[src/rtl/video_cache_writer_pkg.sv]
// video_cache_writer_pkg: shared constants, phase type and phase sequencing for the video cache writer.
package video_cache_writer_pkg;

    localparam int COLOR_LEN            = 12;
    localparam int FRAME_PIXELS_DEFAULT = 1024;
    localparam int PACKET_BUFFER_SIZE   = 1024;

    typedef enum logic [1:0] {IDLE, PH0, PH1, PH2} phase_t;

    function automatic phase_t next_phase(input phase_t p);
        return (p == PH0) ? PH1 : (p == PH1) ? PH2 : PH0;
    endfunction

endpackage

[src/rtl/video_cache_writer_pixel_unpack.sv]
// pixel_unpack: turns a 3-byte group into two 12-bit pixels, keeping the previous byte of the group.
module pixel_unpack
    import video_cache_writer_pkg::*;
(
    input  logic                 clk,
    input  logic                 rst,
    input  logic                 take,
    input  logic [1:0]           role,
    input  logic [7:0]           data,
    output logic                 pix_vld,
    output logic [COLOR_LEN-1:0] pix
);

    logic [7:0] part_q, part_d;

    // role is the phase this byte plays: PH0 opens a group, PH1/PH2 each complete one pixel
    always_comb begin
        pix_vld = take & ((role == PH1) | (role == PH2));
        pix     = (role == PH1) ? {part_q, data[7:4]} : {part_q[3:0], data};
        part_d  = take ? data : part_q;
    end

    always_ff @(posedge clk or posedge rst) begin
        if (rst) part_q <= '0;
        else     part_q <= part_d;
    end

endmodule

[src/rtl/video_cache_writer.sv]
// video_cache_writer: writes a packed 12-bit pixel stream into the video cache RAM, one frame per packet.
module video_cache_writer
    import video_cache_writer_pkg::*;
#(
    parameter int RAM_SIZE     = PACKET_BUFFER_SIZE,
    parameter int FRAME_PIXELS = FRAME_PIXELS_DEFAULT
)
(
    input  logic                        clk,
    input  logic                        rst,
    input  logic                        in_valid,
    input  logic                        in_start,
    input  logic                        in_end,
    input  logic [7:0]                  in_data,
    output logic                        ram_write_req,
    output logic [$clog2(RAM_SIZE)-1:0] ram_write_addr,
    output logic [COLOR_LEN-1:0]        ram_write_val,
    output logic                        frame_done,
    output logic                        frame_err
);

    localparam int AW = $clog2(RAM_SIZE);

    phase_t               state_q, state_d, role;
    logic [AW-1:0]        cnt_q, cnt_d, addr_q, addr_d;
    logic [COLOR_LEN-1:0] val_q, val_d, pix;
    logic                 req_q, req_d, done_q, done_d, err_q, err_d;
    logic                 start, take, last, pix_vld;

    pixel_unpack u_unpack (
        .clk     (clk),
        .rst     (rst),
        .take    (take),
        .role    (role),
        .data    (in_data),
        .pix_vld (pix_vld),
        .pix     (pix)
    );

    // every response is registered, so it appears one cycle after the accepted byte
    always_comb begin
        start   = in_valid & in_start;
        take    = in_valid & (in_start | (state_q != IDLE));
        role    = start ? PH0 : state_q;
        last    = pix_vld & (cnt_q == AW'(FRAME_PIXELS - 1));
        state_d = state_q;
        cnt_d   = cnt_q;
        addr_d  = addr_q;
        val_d   = val_q;
        req_d   = 1'b0;
        done_d  = 1'b0;
        err_d   = 1'b0;
        if (take && start) begin
            err_d   = (state_q != IDLE) | in_end;
            cnt_d   = '0;
            state_d = in_end ? IDLE : PH1;
        end else if (take) begin
            done_d  = last;
            err_d   = in_end & ~last;
            state_d = (last || in_end) ? IDLE : next_phase(state_q);
            if (pix_vld) begin
                req_d  = 1'b1;
                addr_d = cnt_q;
                val_d  = pix;
                cnt_d  = cnt_q + AW'(1);
            end
        end
    end

    always_ff @(posedge clk or posedge rst) begin
        if (rst) begin
            state_q <= IDLE;
            cnt_q   <= '0;
            addr_q  <= '0;
            val_q   <= '0;
            req_q   <= 1'b0;
            done_q  <= 1'b0;
            err_q   <= 1'b0;
        end else begin
            state_q <= state_d;
            cnt_q   <= cnt_d;
            addr_q  <= addr_d;
            val_q   <= val_d;
            req_q   <= req_d;
            done_q  <= done_d;
            err_q   <= err_d;
        end
    end

    assign ram_write_req  = req_q;
    assign ram_write_addr = addr_q;
    assign ram_write_val  = val_q;
    assign frame_done     = done_q;
    assign frame_err      = err_q;

endmodule
[config.mk]
export PLATFORM = sky130hd
export DESIGN_NAME = video_cache_writer
export DESIGN_NICKNAME = d
export VERILOG_FILES = /design/src/rtl/video_cache_writer_pkg.sv /design/src/rtl/video_cache_writer_pixel_unpack.sv /design/src/rtl/video_cache_writer.sv
export SDC_FILE = /design/constraint.sdc
export NUM_CORES = 1
export LEC_CHECK = 0
export ABC_AREA = 1
export BUFFER_PORTS_ARGS = -buffer_cell sky130_fd_sc_hd__buf_2
export CORE_MARGIN = 2
export CORE_UTILIZATION = 50
export CTS_CLUSTER_DIAMETER = 60
export DETAILED_ROUTE_END_ITERATION = 10
export GPL_ROUTABILITY_DRIVEN = 0
export PLACE_DENSITY = 0.82
export SLEW_MARGIN = 20
export SYNTH_ARGS = -nofsm -noshare
export SYNTH_HDL_FRONTEND = slang
export SYNTH_HIERARCHICAL = 1
export SYNTH_SLANG_ARGS = --single-unit
[constraint.sdc]
create_clock -name clk -period 2.5 [get_ports clk]
set_clock_uncertainty 0.2 [all_clocks]
set_input_delay 0.25 -clock clk [delete_from_list [all_inputs] [get_ports clk]]
set_output_delay 0.25 -clock clk [all_outputs]
set_load 0.02 [all_outputs]
---- After elaboration in Yosys (flattened, before gate mapping) ----
Index checks and enable logic that the tools add are counted.
operators by class
  $add $sub $neg .......................... 1
  $mul .................................... 0
  divide/modulo/power cells ............... 0
  $lt $le $gt $ge ......................... 0
  equality and inequality tests ........... 5
  shifts and indexed selects .............. 0
  muxes and demuxes ....................... 18
  bitwise operators ....................... 10
  reduce and logical (&&, ||, !) cells .... 7
operator list
  kind                     count
  $mux W10                 3
  $mux W2                  7
  $mux W12                 1
  $add A10 B1 Y10 const B  1
  $eq A10 B10 Y1 const B   1
  $mux W1                  7
  $eq A2 B2 Y1 const B     3
  $reduce_bool A2 Y1       3
  $and A1 B1 Y1            5
  $or A1 B1 Y1             3
  $reduce_and A3 Y1        1
  $eq A2 B1 Y1 const B     1
  $not A1 Y1               2
  $reduce_and A2 Y1        1
  $logic_and A1 B1 Y1      1
  $logic_or A1 B1 Y1       1
storage, ports and cells
  flip-flop bits (word level) ............. 45
  bits in latches ......................... 0
  bits in writable memories ............... 0
  ROM bits ................................ 0
  input bits .............................. 13
  output and inout bits ................... 25
  word-level logic and storage cells ...... 49
  memories ................................ 0

---- Longest topological paths before layout ----
Gate-level depths: netlist of run 1.
  depth in word-level cells ............... 10
  gate-level depth with buffers ........... 13
  gate-level depth less buffers ........... 12

---- Cells and area by module ----
The synthesis of run 1 kept the hierarchy.
by module, submodules not included
  module              instances  cells each  area each (sq um)  sequential area each (sq um)
  video_cache_writer  1          195         1,635.3            925.9
  pixel_unpack        1          77          505.5              200.2

---- Least setup slack after synthesis of run 1 ----
Ideal clock, no wire load.
  kind .................................... register to register
  start point ............................. register state_q[0]
  end point ............................... register addr_q[0] (netlist: ram_write_addr[0])
  arrival time ............................ 1.736 ns
  data required time ...................... 2.181 ns
  slack ................................... 0.445 ns
  stages on the path, launching flop included .. 13
  path buffers ............................ 2
  clock period less this slack ............ 2.055 ns
  cells stage by stage .................... dfrtp_1 -> inv_1 -> ha_1 -> nor2_4 -> nor2_1 -> inv_2 -> buf_4 -> nand2_1 -> inv_1 -> nand3_2 -> inv_2 -> buf_4 -> o21a_1
on the way
  elaborated cells on any way between the ends .. 11
  those cells by class .................... 2 x eq/ne; 1 x mux; 5 x bitwise; 3 x reduce/logical
RTL lines
  element                             RTL line                               source
  start, declared                     video_cache_writer.sv:24               phase_t state_q, state_d, role;
  start signal, assigned              video_cache_writer.sv:80               state_q <= state_d;
  $reduce_bool A2 Y1                  video_cache_writer.sv:43               take = in_valid & (in_start | (state_q != IDLE));
  $or A1 B1 Y1                        video_cache_writer.sv:43
  $and A1 B1 Y1                       video_cache_writer.sv:43
  via take                            video_cache_writer.sv:28               logic start, take, last, pix_vld;
  $and A1 B1 Y1                       video_cache_writer_pixel_unpack.sv:18  pix_vld = take & ((role == PH1) | (role == PH2));
  via pix_vld                         video_cache_writer.sv:28
  $reduce_and A3 Y1 (no source line)  --
  end signal, assigned                video_cache_writer.sv:82               addr_q <= addr_d;
  end, declared                       video_cache_writer.sv:25               logic [AW-1:0] cnt_q, cnt_d, addr_q, addr_d;
The timed path passes the listed nets, and every way through them passes these cells.
A chain may end at the register's enable or synchronous reset.

---- Worst setup path after layout of run 1 ----
Ends and elaborated chain as after synthesis.

==> metrics, run 1 <==
max-cap violation count=0; Starting DRT DRC Count=124; Top FF cell, synth=dfrtp_1; vias in the first global route=1712; kind of critical path=reg2reg; period utilisation layout=0.856; filler cell count=352; Worst-Skew Late Latency=0.30 ns; top cell type's share of synthesized area=0.526; crit path DAT=2.14 ns; CP max stage delay=0.35 ns; CTS root buf=clkbuf_8; Core Util, Final=0.628; Global Route Usage Sum=0.192; die height=69.4 um; Cell Rows=23; Reg power frac=0.438; RSZ-0062 raised after global routing=false; mapped cell area=2140 um^2; cts bufs inserted=5; post-synth net total=288; hpwl dp=3020 um; combinational share of power=0.336; compound-gate portion of the synthesized area=0.0736; Hold WS=-0.00285 ns; Pre-antenna DRT Iters=4; register area share after synthesis=0.526; status=finished with violations; EDFF count, synth=0; setup_tns=0 ns; first-pass GRT wire length=7500 um; CTS Hold Buffers Added=8; Post-Synthesis Cells=272; routed len/inst=11.5 um; initial antenna violation count=0; clock transition at the registers of the reported paths=0.08 ns; Distinct cells, synth=23; fraction of the mapped netlist area in adder cells=0.0175; Hold Path Class=in2reg; CTS H-tree depth=2; CTS tree=done; DIE WIDTH=69.4 um; Final Slew Violations=0; total congestion overflow=0; dpl ws=0.406 ns; top cells by area, synth=dfrtp_1 (53%), nand2_1 (19%), nand3_1 (5.4%); Die Footprint=4820 um^2; Critical Path RT=2.50 ns; Detail Route Antenna Nets=0; sw frac=0.367; CTS max path bufs=2; cells along the critical path=inv_1 > ha_1 > nor2_4 > nor2_1 > inv_2 > nand2_1 > inv_1 > nand3_2 > inv_2 > nand2_1 > o21a_1; Seq cells post-synth=45; simple logic cell fraction of the synthesized area=0.295; leakage power=1.39 nW; share of cells above drive strength 1=0.191; Synth area leader=dfrtp_1; Int Power=0.00149 W; clock power share=0.225; # port buffers=37; via/cell ratio=4.91; largest family of logic cells by synthesized area=simple AND/OR/NAND/NOR gates; Crit-path slowest cell=dfrtp_1; Pwr Density=927 nW/um^2; failing checks=hold timing; final setup fails=0; post-CTS sizing=0; CP startpoint kind=flip-flop; Post-Synth XOR/XNOR Area=0.00409; Slew @ Worst Pin=0.456 ns; initial core utilization=0.528; core area=4060 um^2; # Post-CTS Setup Buffers=0; Psw=0.000865 W; Total Wirelength=4270 um; Worst slew margin=0.696; Setup WS post-layout=0.360 ns; Post-synth ARST share=1.00; clock sink total=45; mux cell area share after synthesis=0; number of remaining DRC errors=0; Critical Path Sink Type=flip-flop; Crit Path Max Fanout=23; Mean Syn Cell Area=7.87 um^2; worst-case vdd ir drop=0.464 mV; ANT cells=0; fmax=467 MHz; Final Hold Violating Endpoints=1; min cycle time layout=2.14 ns; YS warnings=6; Vias=1816; Boundary Pins=38; Nets=336; largest net degree at the start of global routing=38; Syn-to-layout area delta=18.9%
[final cells by class]
class	instances	area, um^2	area share
clock buffers	5	68.8	0.0270
clock inverters	2	35.0	0.0138
inverters	31	116	0.0457
multi-input cells	187	835	0.328
flip-flops and latches	45	1130	0.442
well taps	50	62.6	0.0246
repair buffers	50	303	0.119
[logic make-up after synthesis]
kind of cell,count (synthesis)
buffers and inverters,40
adder cells (fa/ha/maj),3
XOR/XNOR,1
flip-flops,45
AND/OR/NAND/NOR,153
AO/OA/AOI/OAI,30
[routing by layer]
metal  part of all wire  vias to the layer above  global-route usage
met1               0.47                      827               0.237
met5                  0                        -                   0
met3              0.041                        7              0.0480
met4              0.013                        0              0.0588
met2               0.47                       37               0.331
li1                   -                      945                   -
[sequential cells by signal, indices dropped and copies added (netlist names)]
register and cells:
ram_write_val 12, frame_done 1, cnt_q 10, state_q 2
u_unpack/part_q 8, ram_write_req 1, frame_err 1, ram_write_addr 10
[power by group through the flow]
stage               Sequential [W]  Clock [W]  Combinational, W
finish                     0.00103   0.000532          0.000793
floorplan                  0.00119          0          0.000428
global route               0.00106   0.000569          0.000898
CTS                        0.00104   0.000540          0.000798
detailed placement         0.00105          0          0.000783
global placement           0.00104          0          0.000769
[synth_stat cells, types with 3 or more instances]
library cell,count
nand3_1,23
buf_4,5
inv_2,6
dfrtp_1,45
ha_1,3
buf_2,3
o21ai_1,16
o21ai_0,11
nand2_1,107
nor3_1,3
inv_1,25
nor2_1,14
[per-stage QoR]
stage / std cells / total power (W) / hold slack (ns) / area (um^2)
CTS: 370 / 0.00237 / 0.000279 / 2550
global placement: 355 / 0.00181 / 0.0138 / 2360
detailed placement: 355 / 0.00183 / 0.0137 / 2360
floorplan: 272 / 0.00162 / -0.134 / 2140
finish: 370 / 0.00236 / -0.00285 / 2550
global route: 370 / 0.00252 / 0.0307 / 2550
[critical path, delay by kind of cell (launching register included)]
family,cells,cell delay [ns]
buffers and inverters,4,0.55
AND/OR/NAND/NOR,5,0.56
adder cells (fa/ha/maj),1,0.24
AO/OA/AOI/OAI,1,0.13
flip-flops,1,0.35
[path summary, 6_finish.rpt]
path,startpoint,to,slack (ns),cells past startpoint
max in group asynchronous,rst,ram_write_addr[2],1.38,4
worst max-delay path,state_q[0],ram_write_addr[0],0.36,11
min in group asynchronous,rst,u_unpack/part_q[4],0.23,3
worst min-delay path,in_data[6],u_unpack/part_q[6],-0.003,3
worst min register to register,ram_write_val[5],ram_write_val[5],0.28,2
worst max register to register,state_q[0],ram_write_addr[0],0.36,11
[placed cells by master, fill, tap and decap left out, drive strengths merged]
cell and instances:
nand2 108, xnor2 1, a21oi 1, dlygate4sd3 8, o21ai 27, dfrtp 45
nor2 16, bufinv 1, inv 31, o21a 1, o22ai 1, clkbuf 5
nand3 24, clkinv 1, nand4 1, ha 3, nor3 3, or2 1
buf 42
Note: power is estimated with default switching activity, not from simulation.
==> inputs of run 2 (changes only) <==
BUFFER_PORTS_ARGS = -buffer_cell sky130_fd_sc_hd__buf_4   (was -buffer_cell sky130_fd_sc_hd__buf_2)
==> metrics, run 2 (synthesized netlist as in run 1, its figures left out) <==
initial core utilization=0.528; initial antenna violation count=0; Crit Path Max Fanout=23; period utilisation layout=0.852; Hold Path Class=in2reg; most frequent cells in the layout=nand2_1 (107), dfrtp_1 (45), buf_4 (42), inv_1 (25), nand3_1 (23); Pwr Density=928 nW/um^2; Setup WS post-layout=0.369 ns; fmax=469 MHz; number of remaining DRC errors=0; Final Hold Violating Endpoints=0; clock sink total=45; ANT cells=0; share of cells above drive strength 1=0.189; crit path DAT=2.13 ns; Critical Path RT=2.50 ns; CTS max path bufs=2; post-CTS sizing=0; largest net degree at the start of global routing=38; min cycle time layout=2.13 ns; total congestion overflow=0; Final Slew Violations=0; final setup fails=0; die height=69.4 um; dpl ws=0.392 ns; hpwl dp=3150 um; Nets=337; RSZ-0062 raised after global routing=false; max-cap violation count=0; Vias=1819; CTS root buf=clkbuf_8; Worst slew margin=0.696; max reg flops=12; routed len/inst=11.9 um; setup_tns=0 ns; Boundary Pins=38; Critical Path Sink Type=flip-flop; Syn-to-layout area delta=24.1%; core area=4060 um^2; # port buffers=37; Global Route Usage Sum=0.204; worst-case vdd ir drop=0.443 mV; CTS tree=done; Cell Rows=23; Starting DRT DRC Count=115; first-pass GRT wire length=7940 um; Pre-antenna DRT Iters=4; Detail Route Antenna Nets=0; cts bufs inserted=5; CTS H-tree depth=2; Die Footprint=4820 um^2; Total Wirelength=4430 um; Crit-path slowest cell=dfrtp_1; most common cell after layout, fill and taps aside=nand2_1; via/cell ratio=4.89; leakage power=1.41 nW; cells along the critical path=inv_1 > ha_1 > nor2_4 > nor2_1 > inv_2 > nand2_1 > inv_1 > nand3_2 > inv_2 > nand2_1 > o21a_1; clock transition at the registers of the reported paths=0.09 ns; Core Util, Final=0.655; DIE WIDTH=69.4 um; Worst-Skew Late Latency=0.30 ns; vias in the first global route=1822; status=complete, no violations; Slew @ Worst Pin=0.456 ns; CP startpoint kind=flip-flop; CP max stage delay=0.36 ns; kind of critical path=reg2reg
## run 2: cell types whose count changed in the layout (fill, tap and decap cells not counted), sizes merged
cell	before	now
clkbuf	5	6
dlygate4sd3	8	9
## run 2: critical path, delay by kind of cell (launching register included)
| family | cells | cell delay, ns |
|---|---|---|
| AO/OA/AOI/OAI | 1 | 0.12 |
| adder cells (fa/ha/maj) | 1 | 0.23 |
| buffers and inverters | 4 | 0.56 |
| flip-flops | 1 | 0.36 |
| AND/OR/NAND/NOR | 5 | 0.54 |
## run 2: stage by stage
stage / hold WS [ns] / instance area, um^2 / std cells / power [W]
4_1_cts: 0.0180 / 2660 / 372 / 0.00248
3_3_place_gp: 0.0218 / 2450 / 355 / 0.00189
6_report: 0.0216 / 2660 / 372 / 0.00246
5_1_grt: 0.0483 / 2660 / 372 / 0.00264
2_1_floorplan: -0.134 / 2140 / 272 / 0.00162
3_5_place_dp: 0.0197 / 2450 / 355 / 0.00192
## run 2: area by class of cell
class	instances	area, um^2
inverter	31	116
tap	50	62.6
fill	362	1400
multi-input combinational	187	835
timing repair buffer	51	405
sequential	45	1130
clock buffer	6	72.6
clock inverter	2	38.8
## run 2: final timing paths
check	start	end	slack [ns]	cells past startpoint
setup / recovery	state_q[0]	ram_write_addr[0]	0.37	11
hold / removal	in_end	state_q[1]	0.02	4
setup reg to reg	state_q[0]	ram_write_addr[0]	0.37	11
hold reg to reg	state_q[1]	state_q[1]	0.29	2
max in group asynchronous	rst	cnt_q[9]	1.37	4
min in group asynchronous	rst	u_unpack/part_q[3]	0.24	3
## run 2: power breakdown
part / switching, W / internal [W] / total [W]
Clock: 0.000252 / 0.000300 / 0.000552
Combinational: 0.000516 / 0.000350 / 0.000866
Sequential: 0.000118 / 0.000927 / 0.00105
Total: 0.000887 / 0.00158 / 0.00246
## run 2: what timing repair did
item / 4_1_cts / 5_1_grt
hold buffers: 9 / 0
hold endpoints to repair: 53 / 0
setup buffers: 0 / 0
setup endpoints to repair: 0 / 0
## run 2: routing by layer
metal | vias up | GRT usage | part of all wire
li1 | 946 | - | -
met2 | 28 | 0.343 | 0.49
met4 | 0 | 0.0654 | 0.015
met3 | 7 | 0.0494 | 0.035
met1 | 838 | 0.260 | 0.46
met5 | - | 0 | 0
==> inputs of run 3 (changes only) <==
CORE_UTILIZATION = 30   (was 50)
PLACE_DENSITY = 0.57   (was 0.82)
clock period = 2.6 ns   (was 2.5 ns; I/O delays follow)
==> metrics, run 3 (synthesized netlist as in run 1, its figures left out) <==
Syn-to-layout area delta=23.0%; Global Route Usage Sum=0.133; fmax=434 MHz; CP delay by family, top=buffers and inverters; RSZ-0062 raised after global routing=false; Crit Path Max Fanout=23; CTS tree=done; core area=6830 um^2; dpl ws=0.276 ns; CTS H-tree depth=2; DIE WIDTH=88.5 um; share of cells above drive strength 1=0.185; dpl cell area=2510 um^2; most frequent cells in the layout=nand2_1 (107), dfrtp_1 (45), buf_4 (39), inv_1 (25), nand3_1 (23); # Post-CTS Setup Buffers=0; number of remaining DRC errors=0; Starting DRT DRC Count=58; via/cell ratio=4.40; initial antenna violation count=0; most common cell after layout, fill and taps aside=nand2_1; Crit-path slowest cell=dfrtp_1; setup_tns=0 ns; hold path cells=3; max-cap violation count=0; Nets=331; Hold Path Class=in2reg; first-pass GRT wire length=8130 um; leakage power=1.38 nW; initial core utilization=0.313; CP startpoint kind=flip-flop; Cell Rows=30; routed len/inst=11.1 um; WP buf/inv=4; die height=88.5 um; max reg flops=12; Final Hold Violating Endpoints=0; total congestion overflow=0; final setup fails=0; Final Slew Violations=0; CTS root buf=clkbuf_8; post-CTS sizing=0; CTS Hold Buffers Added=5; Slew @ Worst Pin=0.479 ns; Detail Route Antenna Nets=0; cts bufs inserted=5; Critical Path Sink Type=flip-flop; kind of critical path=reg2reg; Pre-antenna DRT Iters=4; Total Wirelength=4540 um; cells along the critical path=inv_1 > ha_1 > nor2_4 > nor2_1 > inv_2 > nand2_1 > inv_1 > nand3_2 > inv_2 > nand2_1 > o21a_1; reg2reg path depth=11; worst-case vdd ir drop=0.287 mV; CTS max path bufs=2; clock sink total=45; Vias=1805; # port buffers=37; CP max stage delay=0.35 ns; Boundary Pins=38; filler cell count=740; Worst-Skew Late Latency=0.29 ns; crit path DAT=2.29 ns; ANT cells=0; Worst slew margin=0.680; vias in the first global route=1820; largest net degree at the start of global routing=38; clock transition at the registers of the reported paths=0.08 ns; Pwr Density=843 nW/um^2; hpwl dp=3320 um; Setup WS post-layout=0.295 ns; period utilisation layout=0.887; Critical Path RT=2.58 ns; fin area=2630 um^2; Stages on worst setup path=11; Die Footprint=7830 um^2; status=complete, no violations; min cycle time layout=2.31 ns
[run 3: changes by cell type in the layout (fill, tap and decap cells not counted)]
cell / change
buf_12: +1
buf_4: -3
bufinv_16: -1
clkbuf_1: -1
clkinv_2: +1
clkinv_4: -1
dlygate4sd3_1: -4
[run 3: layer usage]
metal | vias up | track usage | routed length, um
met2 | 40 | 0.221 | 2080
met3 | 2 | 0.0317 | 199
met5 | - | 0 | 0
met4 | 0 | 0.0372 | 14
li1 | 931 | - | -
met1 | 832 | 0.175 | 2250
[run 3: area by class of cell]
cell class	count	area, um^2	area share
Tap cell	96	120	0.0456
Timing Repair Buffer	45	363	0.138
Multi-Input combinational cell	187	835	0.317
Clock buffer	5	68.8	0.0261
Clock inverter	1	5.00	0.00190
Sequential cell	45	1130	0.428
Inverter	31	116	0.0442
[run 3: stage by stage]
step / hold WS [ns] / std cells / util / total power (W)
after floorplan: -0.124 / 272 / - / 0.00155
after global placement: 0.0381 / 399 / 0.367 / 0.00183
after detailed placement: 0.0486 / 399 / 0.367 / 0.00184
after CTS: 0.00434 / 410 / 0.386 / 0.00226
after global routing: 0.0134 / 410 / 0.386 / 0.00240
final: 0.00875 / 410 / 0.386 / 0.00222
[run 3: final timing paths]
| check | start | to | slack (ns) |
|---|---|---|---|
| max | state_q[0] | ram_write_addr[0] | 0.29 |
| min | in_data[4] | u_unpack/part_q[4] | 0.009 |
| max reg2reg | state_q[0] | ram_write_addr[0] | 0.29 |
| min reg2reg | state_q[1] | state_q[1] | 0.28 |
| max in group asynchronous | rst | cnt_q[4] | 1.42 |
| min in group asynchronous | rst | u_unpack/part_q[2] | 0.28 |
[run 3: report_power, final]
part / internal [W] / switching [W]
clock: 0.000177 / 0.000220
sequential: 0.000891 / 0.000107
combinational: 0.000327 / 0.000498
total: 0.00140 / 0.000825
[run 3: worst min-delay path: cells and delay by family]
family                 cells  cell delay (ns)
AO/OA/AOI/OAI              1             0.06
buffers and inverters      1             0.11
AND/OR/NAND/NOR            1             0.04
